===== config.mk =====
export PLATFORM = sky130hd
export DESIGN_NAME = mem_arbiter_flat
export DESIGN_NICKNAME = d
export VERILOG_FILES = /design/src/rtl/cpu_types_pkg.sv /design/src/rtl/mem_arbiter_if.sv /design/src/rtl/arb_watchdog.sv /design/src/rtl/mem_arbiter.sv /design/src/flat_wrapper.sv
export SDC_FILE = /design/constraint.sdc
export NUM_CORES = 1
export LEC_CHECK = 0
export CAP_MARGIN = 20
export CORE_MARGIN = 2
export CORE_UTILIZATION = 38
export CTS_CLUSTER_DIAMETER = 40
export DETAILED_ROUTE_END_ITERATION = 7
export GPL_ROUTABILITY_DRIVEN = 0
export PLACE_DENSITY = 0.89
export SETUP_SLACK_MARGIN = 0.02
export SLEW_MARGIN = 15
export SYNTH_ARGS = -nofsm -noshare
export SYNTH_HDL_FRONTEND = slang
export SYNTH_HIERARCHICAL = 1
export SYNTH_SLANG_ARGS = --single-unit

===== constraint.sdc =====
create_clock -name CLK -period 5.3 [get_ports CLK]
set_input_delay 0.53 -clock CLK [delete_from_list [all_inputs] [get_ports CLK]]
set_output_delay 0.53 -clock CLK [all_outputs]
set_load 0.02 [all_outputs]

===== src/rtl/cpu_types_pkg.sv =====
// Shared CPU-side types: word type, RAM handshake state and arbiter FSM encoding.
package cpu_types_pkg;
  localparam int WORD_W = 32;

  typedef logic [WORD_W-1:0] word_t;

  typedef enum logic [1:0] {
    FREE   = 2'd0,
    BUSY   = 2'd1,
    ACCESS = 2'd2,
    ERROR  = 2'd3
  } ramstate_t;

  typedef enum logic [2:0] {
    IDLE,
    DREQ,
    IREQ,
    DRESP,
    IRESP
  } arb_state_t;
endpackage


===== src/rtl/mem_arbiter_if.sv =====
// Bundle of datapath request/response and RAM port signals around the arbiter.
interface mem_arbiter_if
  import cpu_types_pkg::*;
#(
  parameter int WORD_W = 32
) ();
  logic              iREN;
  logic [WORD_W-1:0] iaddr;
  logic              ihit;
  logic [WORD_W-1:0] iload;
  logic              dREN;
  logic              dWEN;
  logic [WORD_W-1:0] daddr;
  logic [WORD_W-1:0] dstore;
  logic              dhit;
  logic [WORD_W-1:0] dload;
  logic              ramREN;
  logic              ramWEN;
  logic [WORD_W-1:0] ramaddr;
  logic [WORD_W-1:0] ramstore;
  logic [WORD_W-1:0] ramload;
  ramstate_t         ramstate;
  logic              fault;

  // slave: the arbiter itself
  modport slave (
    input  iREN, iaddr, dREN, dWEN, daddr, dstore, ramload, ramstate,
    output ihit, iload, dhit, dload, ramREN, ramWEN, ramaddr, ramstore, fault
  );

  // master: the request unit plus the RAM
  modport master (
    output iREN, iaddr, dREN, dWEN, daddr, dstore, ramload, ramstate,
    input  ihit, iload, dhit, dload, ramREN, ramWEN, ramaddr, ramstore, fault
  );
endinterface


===== src/rtl/arb_watchdog.sv =====
// Saturating stall counter; flags the cycle in which the count reaches TIMEOUT.
module arb_watchdog #(
  parameter int TIMEOUT = 64,
  localparam int CW = $clog2(TIMEOUT + 1)
) (
  input  logic CLK,
  input  logic nRST,
  input  logic i_clr,
  input  logic i_en,
  output logic o_expired
);
  logic [CW-1:0] r_cnt;

  always_ff @(posedge CLK or negedge nRST) begin
    if (!nRST)                                r_cnt <= '0;
    else if (i_clr)                           r_cnt <= '0;
    else if (i_en && r_cnt != CW'(TIMEOUT))   r_cnt <= r_cnt + CW'(1);
  end

  // Fires combinationally on the stall cycle that brings the count to TIMEOUT.
  assign o_expired = i_en && (r_cnt >= CW'(TIMEOUT - 1));
endmodule


===== src/rtl/mem_arbiter.sv =====
// Serialises data/instruction requests onto one RAM port, data first, grant held to completion.
module mem_arbiter
  import cpu_types_pkg::*;
#(
  parameter int TIMEOUT = 64,
  parameter int WORD_W  = 32
) (
  input logic           CLK,
  input logic           nRST,
  mem_arbiter_if.slave  bus
);
  arb_state_t        r_state;
  logic              r_ihit;
  logic              r_dhit;
  logic              r_fault;
  logic [WORD_W-1:0] r_iload;
  logic [WORD_W-1:0] r_dload;

  logic              w_in_req;
  logic              w_expired;
  logic              w_fail;
  logic              w_dreq;
  logic              w_ramREN;
  logic              w_ramWEN;
  logic [WORD_W-1:0] w_ramaddr;
  logic [WORD_W-1:0] w_ramstore;

  assign w_dreq   = bus.dREN | bus.dWEN;
  assign w_in_req = (r_state == DREQ) || (r_state == IREQ);
  assign w_fail   = (bus.ramstate == ERROR) || w_expired;

  arb_watchdog #(.TIMEOUT(TIMEOUT)) u_wdog (
    .CLK       (CLK),
    .nRST      (nRST),
    .i_clr     (!w_in_req),
    .i_en      (w_in_req && (bus.ramstate != ACCESS)),
    .o_expired (w_expired)
  );

  // Enables come straight from state and live request so reset or a dropped request cuts them at once.
  always_comb begin
    w_ramREN   = 1'b0;
    w_ramWEN   = 1'b0;
    w_ramaddr  = bus.iaddr;
    w_ramstore = bus.dstore;
    case (r_state)
      DREQ: begin
        w_ramREN  = bus.dREN;
        w_ramWEN  = bus.dWEN;
        w_ramaddr = bus.daddr;
      end
      IREQ:    w_ramREN = bus.iREN;
      default: ;
    endcase
  end

  always_ff @(posedge CLK or negedge nRST) begin
    if (!nRST) begin
      r_state <= IDLE;
      r_ihit  <= 1'b0;
      r_dhit  <= 1'b0;
      r_fault <= 1'b0;
      r_iload <= '0;
      r_dload <= '0;
    end else begin
      r_ihit <= 1'b0;
      r_dhit <= 1'b0;
      case (r_state)
        IDLE: begin
          if (w_dreq)        r_state <= DREQ;
          else if (bus.iREN) r_state <= IREQ;
        end
        DREQ: begin
          if (w_fail) begin
            r_fault <= 1'b1;
            r_state <= IDLE;
          end else if (!w_dreq) begin
            r_state <= IDLE;
          end else if (bus.ramstate == ACCESS) begin
            if (bus.dREN) r_dload <= bus.ramload;
            r_dhit  <= 1'b1;
            r_state <= DRESP;
          end
        end
        // Grant is locked: a data request raised here waits for IRESP to finish.
        IREQ: begin
          if (w_fail) begin
            r_fault <= 1'b1;
            r_state <= IDLE;
          end else if (!bus.iREN) begin
            r_state <= IDLE;
          end else if (bus.ramstate == ACCESS) begin
            r_iload <= bus.ramload;
            r_ihit  <= 1'b1;
            r_state <= IRESP;
          end
        end
        DRESP:   r_state <= IDLE;
        IRESP:   r_state <= IDLE;
        default: r_state <= IDLE;
      endcase
    end
  end

  assign bus.ihit     = r_ihit;
  assign bus.dhit     = r_dhit;
  assign bus.iload    = r_iload;
  assign bus.dload    = r_dload;
  assign bus.fault    = r_fault;
  assign bus.ramREN   = w_ramREN;
  assign bus.ramWEN   = w_ramWEN;
  assign bus.ramaddr  = w_ramaddr;
  assign bus.ramstore = w_ramstore;
endmodule


===== src/flat_wrapper.sv =====
// flat-port wrapper written by rule: the top's interface ports become plain ports
module mem_arbiter_flat import cpu_types_pkg::*;
#(
  parameter int TIMEOUT = 64,
  parameter int WORD_W  = 32
)
  (CLK, nRST, bus_iREN, bus_iaddr, bus_dREN, bus_dWEN, bus_daddr, bus_dstore, bus_ramload, bus_ramstate, bus_ihit, bus_iload, bus_dhit, bus_dload, bus_ramREN, bus_ramWEN, bus_ramaddr, bus_ramstore, bus_fault);
  mem_arbiter_if #(.WORD_W(WORD_W)) bus_i ();
  input logic CLK;
  input logic nRST;
  input wire logic [$bits(bus_i.iREN)-1:0] bus_iREN;
  input wire logic [$bits(bus_i.iaddr)-1:0] bus_iaddr;
  input wire logic [$bits(bus_i.dREN)-1:0] bus_dREN;
  input wire logic [$bits(bus_i.dWEN)-1:0] bus_dWEN;
  input wire logic [$bits(bus_i.daddr)-1:0] bus_daddr;
  input wire logic [$bits(bus_i.dstore)-1:0] bus_dstore;
  input wire logic [$bits(bus_i.ramload)-1:0] bus_ramload;
  input wire logic [$bits(bus_i.ramstate)-1:0] bus_ramstate;
  output wire logic [$bits(bus_i.ihit)-1:0] bus_ihit;
  output wire logic [$bits(bus_i.iload)-1:0] bus_iload;
  output wire logic [$bits(bus_i.dhit)-1:0] bus_dhit;
  output wire logic [$bits(bus_i.dload)-1:0] bus_dload;
  output wire logic [$bits(bus_i.ramREN)-1:0] bus_ramREN;
  output wire logic [$bits(bus_i.ramWEN)-1:0] bus_ramWEN;
  output wire logic [$bits(bus_i.ramaddr)-1:0] bus_ramaddr;
  output wire logic [$bits(bus_i.ramstore)-1:0] bus_ramstore;
  output wire logic [$bits(bus_i.fault)-1:0] bus_fault;
  assign bus_i.iREN = bus_iREN;
  assign bus_i.iaddr = bus_iaddr;
  assign bus_i.dREN = bus_dREN;
  assign bus_i.dWEN = bus_dWEN;
  assign bus_i.daddr = bus_daddr;
  assign bus_i.dstore = bus_dstore;
  assign bus_i.ramload = bus_ramload;
  assign bus_i.ramstate = bus_ramstate;
  assign bus_ihit = bus_i.ihit;
  assign bus_iload = bus_i.iload;
  assign bus_dhit = bus_i.dhit;
  assign bus_dload = bus_i.dload;
  assign bus_ramREN = bus_i.ramREN;
  assign bus_ramWEN = bus_i.ramWEN;
  assign bus_ramaddr = bus_i.ramaddr;
  assign bus_ramstore = bus_i.ramstore;
  assign bus_fault = bus_i.fault;
  mem_arbiter #(.TIMEOUT(TIMEOUT), .WORD_W(WORD_W)) u_core (.CLK(CLK), .nRST(nRST), .bus(bus_i));
endmodule

==> results.tsv <==
metric	value	unit
worstMarginPinSlew	958.0	ps
worst_hold_path_type	in -> async	
rows	36	
cts_root_buffer	clkbuf_8	
core-area	9819	um2
finalHoldViolCount	0	
h-tree-depth	3	
clkLatencyLatePin	340	ps
fin_nets	586	
area_delta_synth_final	53.90	%
max_cap_violations	0	
dpl_worst_slack	2083	ps
hpwl	7.487	mm
syn_inst	278	
ys_types	38	
combPwrFrac	43.4	%
die_x	104.9	um
crit_fanout	33	
ioPinCount	268	
yosys_warnings	6	
wl_per_cell	17.10	um
drtAntennaViolNets	0	
syn_nets	415	
cts_setup_buffers	0	
post_cts_resized	0	
grt.overflow.total	0	
clock-sinks	77	
placed_area	5739	um2
p_int	1.571	mW
synth_top_cells_by_count	dfrtp_1, mux2_2, buf_4, mux2_4, nor2_1	
post_drt_via_cell_ratio	4.722	
netSwitchingFraction	32.17	%
drt-initial-drc-count	79	
p_seq_share	36.0	%
io_buffers	203	
arrival	2500	ps
post-route-min-period	3034	ps
design_area	5952	um2
layout.area.seq	1927	um2
synth_ff_type	dfrtp_1	
wirelength	10.02	mm
vdd_ir_drop_max	256.5	uV
first_global_vias	3074	
clkTransAtPathRegs	80	ps
synth.cell_area	3867	um2
synth_top_area_share	49.82	%
antennaDiodeCount	0	
fin_crit_sh	57.25	%
start_util	39.39	%
synth_edf_count	0	
synth-seq-cells	77	
rsz0062_at_grt	false	
cp-end-kind	primary output	
skew	10.48	ps
antenna_found_initial	0	
synth_area_leaders	dfrtp_1, mux2_2, mux2_4	
maxSlewHeadroom	36.13	%
crit_required	4770	ps
drcViolationCount	0	
dieArea	11000	um2
cp-start-kind	flip-flop	
grt_pass1_wl	16.32	mm
p_switching	0.7451	mW
synth.most_common_cell	dfrtp_1	
vias	2767	
n_fill_cell	832	
holdWs	325.3	ps
fmax	329.6	MHz
die_h	104.9	um
hold_buffers	0	
synth_async_sr_flop_share	100.0	%
cellLeakagePower	2.632	nW
ys_seq_area_share	49.82	%
multiInputGateArea	1583	um2
layout-drive-gt1-share	26.71	%
grt.total_usage	18.46	%
cts_buffer_depth	2	
setup_viol	0	
finalWorstSetupSlack	2266	ps
synth_top_area_cell	dfrtp_1	
p_clk_share	20.6	%
first_pass_iters	4	
slew_violations	0	
cts_buffers	9	
avgSynthCellArea	13.91	um2
grt_max_degree	78	
powerDensity	389.1	nW/um2
outcome	finished, final reports clean	
criticalPathCategory	reg -> out	
fin_util	60.61	%
finalSetupTns	0	ps
cts_tree	built	
## power groups by stage
stage                     Clock [mW]  Sequential, mW  Combinational (mW)
final                          0.477           0.834                1.00
after global routing           0.515           0.856                1.06
after CTS                      0.490           0.836                1.02
after detailed placement           0           0.841                1.01
after global placement             0           0.837               0.988
after floorplan                    0            1.00               0.375
## cells in the final DEF (no fill, tap or decap), drive strengths merged, types with 2 or more instances in the layout
cell / n
clkdlybuf4s50: 202
mux2: 97
dfrtp: 77
clkbuf: 9
nor2: 8
inv: 7
a21oi: 6
nand2: 5
nand3: 5
xor2: 3
clkinvlp: 2
bufinv: 2
buf: 2
nor3b: 2
o21ai: 2
or3: 2
nand4: 2
ha: 2
clkinv: 2
o21a: 2
## logic make-up (layout without fill, tap and decap cells)
kind of cell,after synthesis,in the layout,synth area share (%)
AOI/OAI and AO/OA,17,17,3.042
xor gates and xnor gates,3,3,0.6795
adders and majority gates,2,2,0.6469
buffers and inverters,51,226,9.414
DFF,77,77,49.82
muxes,97,97,31.25
and+or+nand+nor,31,31,5.144
## final cells by class
type                    count  share of cell area [%]
multi-input cells         150                   26.59
clock buffers               9                   2.081
clock inverters             6                   1.493
flip-flops and latches     77                   32.37
inverters                   7                  0.4415
well taps                 133                   2.796
repair buffers            204                   34.22
## sequential cells by signal, summed over array words and instances (netlist names)
register / count
u_core/bus.dhit: 1
u_core/r_state: 3
u_core/bus.dload: 32
u_core/bus.ihit: 1
u_core/bus.iload: 32
u_core/bus.fault: 1
u_core/u_wdog/r_cnt: 7
## routing by layer
| layer | wire length [um] | global-route usage (%) | vias up |
|---|---|---|---|
| li1 | - | - | 1283 |
| met2 | 5038 | 31.22 | 116 |
| met3 | 845 | 6.613 | 31 |
| met4 | 155 | 5.048 | 0 |
| met1 | 3981 | 22.24 | 1337 |
| met5 | 0 | 0 | - |
## worst max-delay path, stage by stage (launching register included)
cell and delay, ps:
dfrtp_1 460, nor3b_4 320, buf_4 440, mux2_2 390, clkdlybuf4s50_1 560
## path summary, 6_finish.rpt
kind | start | cells after the start | slack [ps] | end
max | u_core/r_state[1] | 4 | 2270 | bus_ramaddr[1]
min | nRST | 1 | 330 | u_core/bus.dload[1]
max reg2reg | u_core/r_state[1] | 7 | 2290 | u_core/bus.iload[17]
min reg2reg | u_core/bus.fault | 1 | 480 | u_core/bus.fault
max in group asynchronous | nRST | 1 | 4330 | u_core/bus.dload[17]
min in group CLK | u_core/bus.fault | 1 | 480 | u_core/bus.fault
## through the flow
| stage | power (mW) | std cells |
|---|---|---|
| 3_5_place_dp | 1.854 | 571 |
| 5_1_grt | 2.429 | 586 |
| 2_1_floorplan | 1.375 | 278 |
| 4_1_cts | 2.341 | 586 |
| 6_report | 2.316 | 586 |
| 3_3_place_gp | 1.825 | 571 |
No activity file was read; power rests on OpenSTA's default activity.
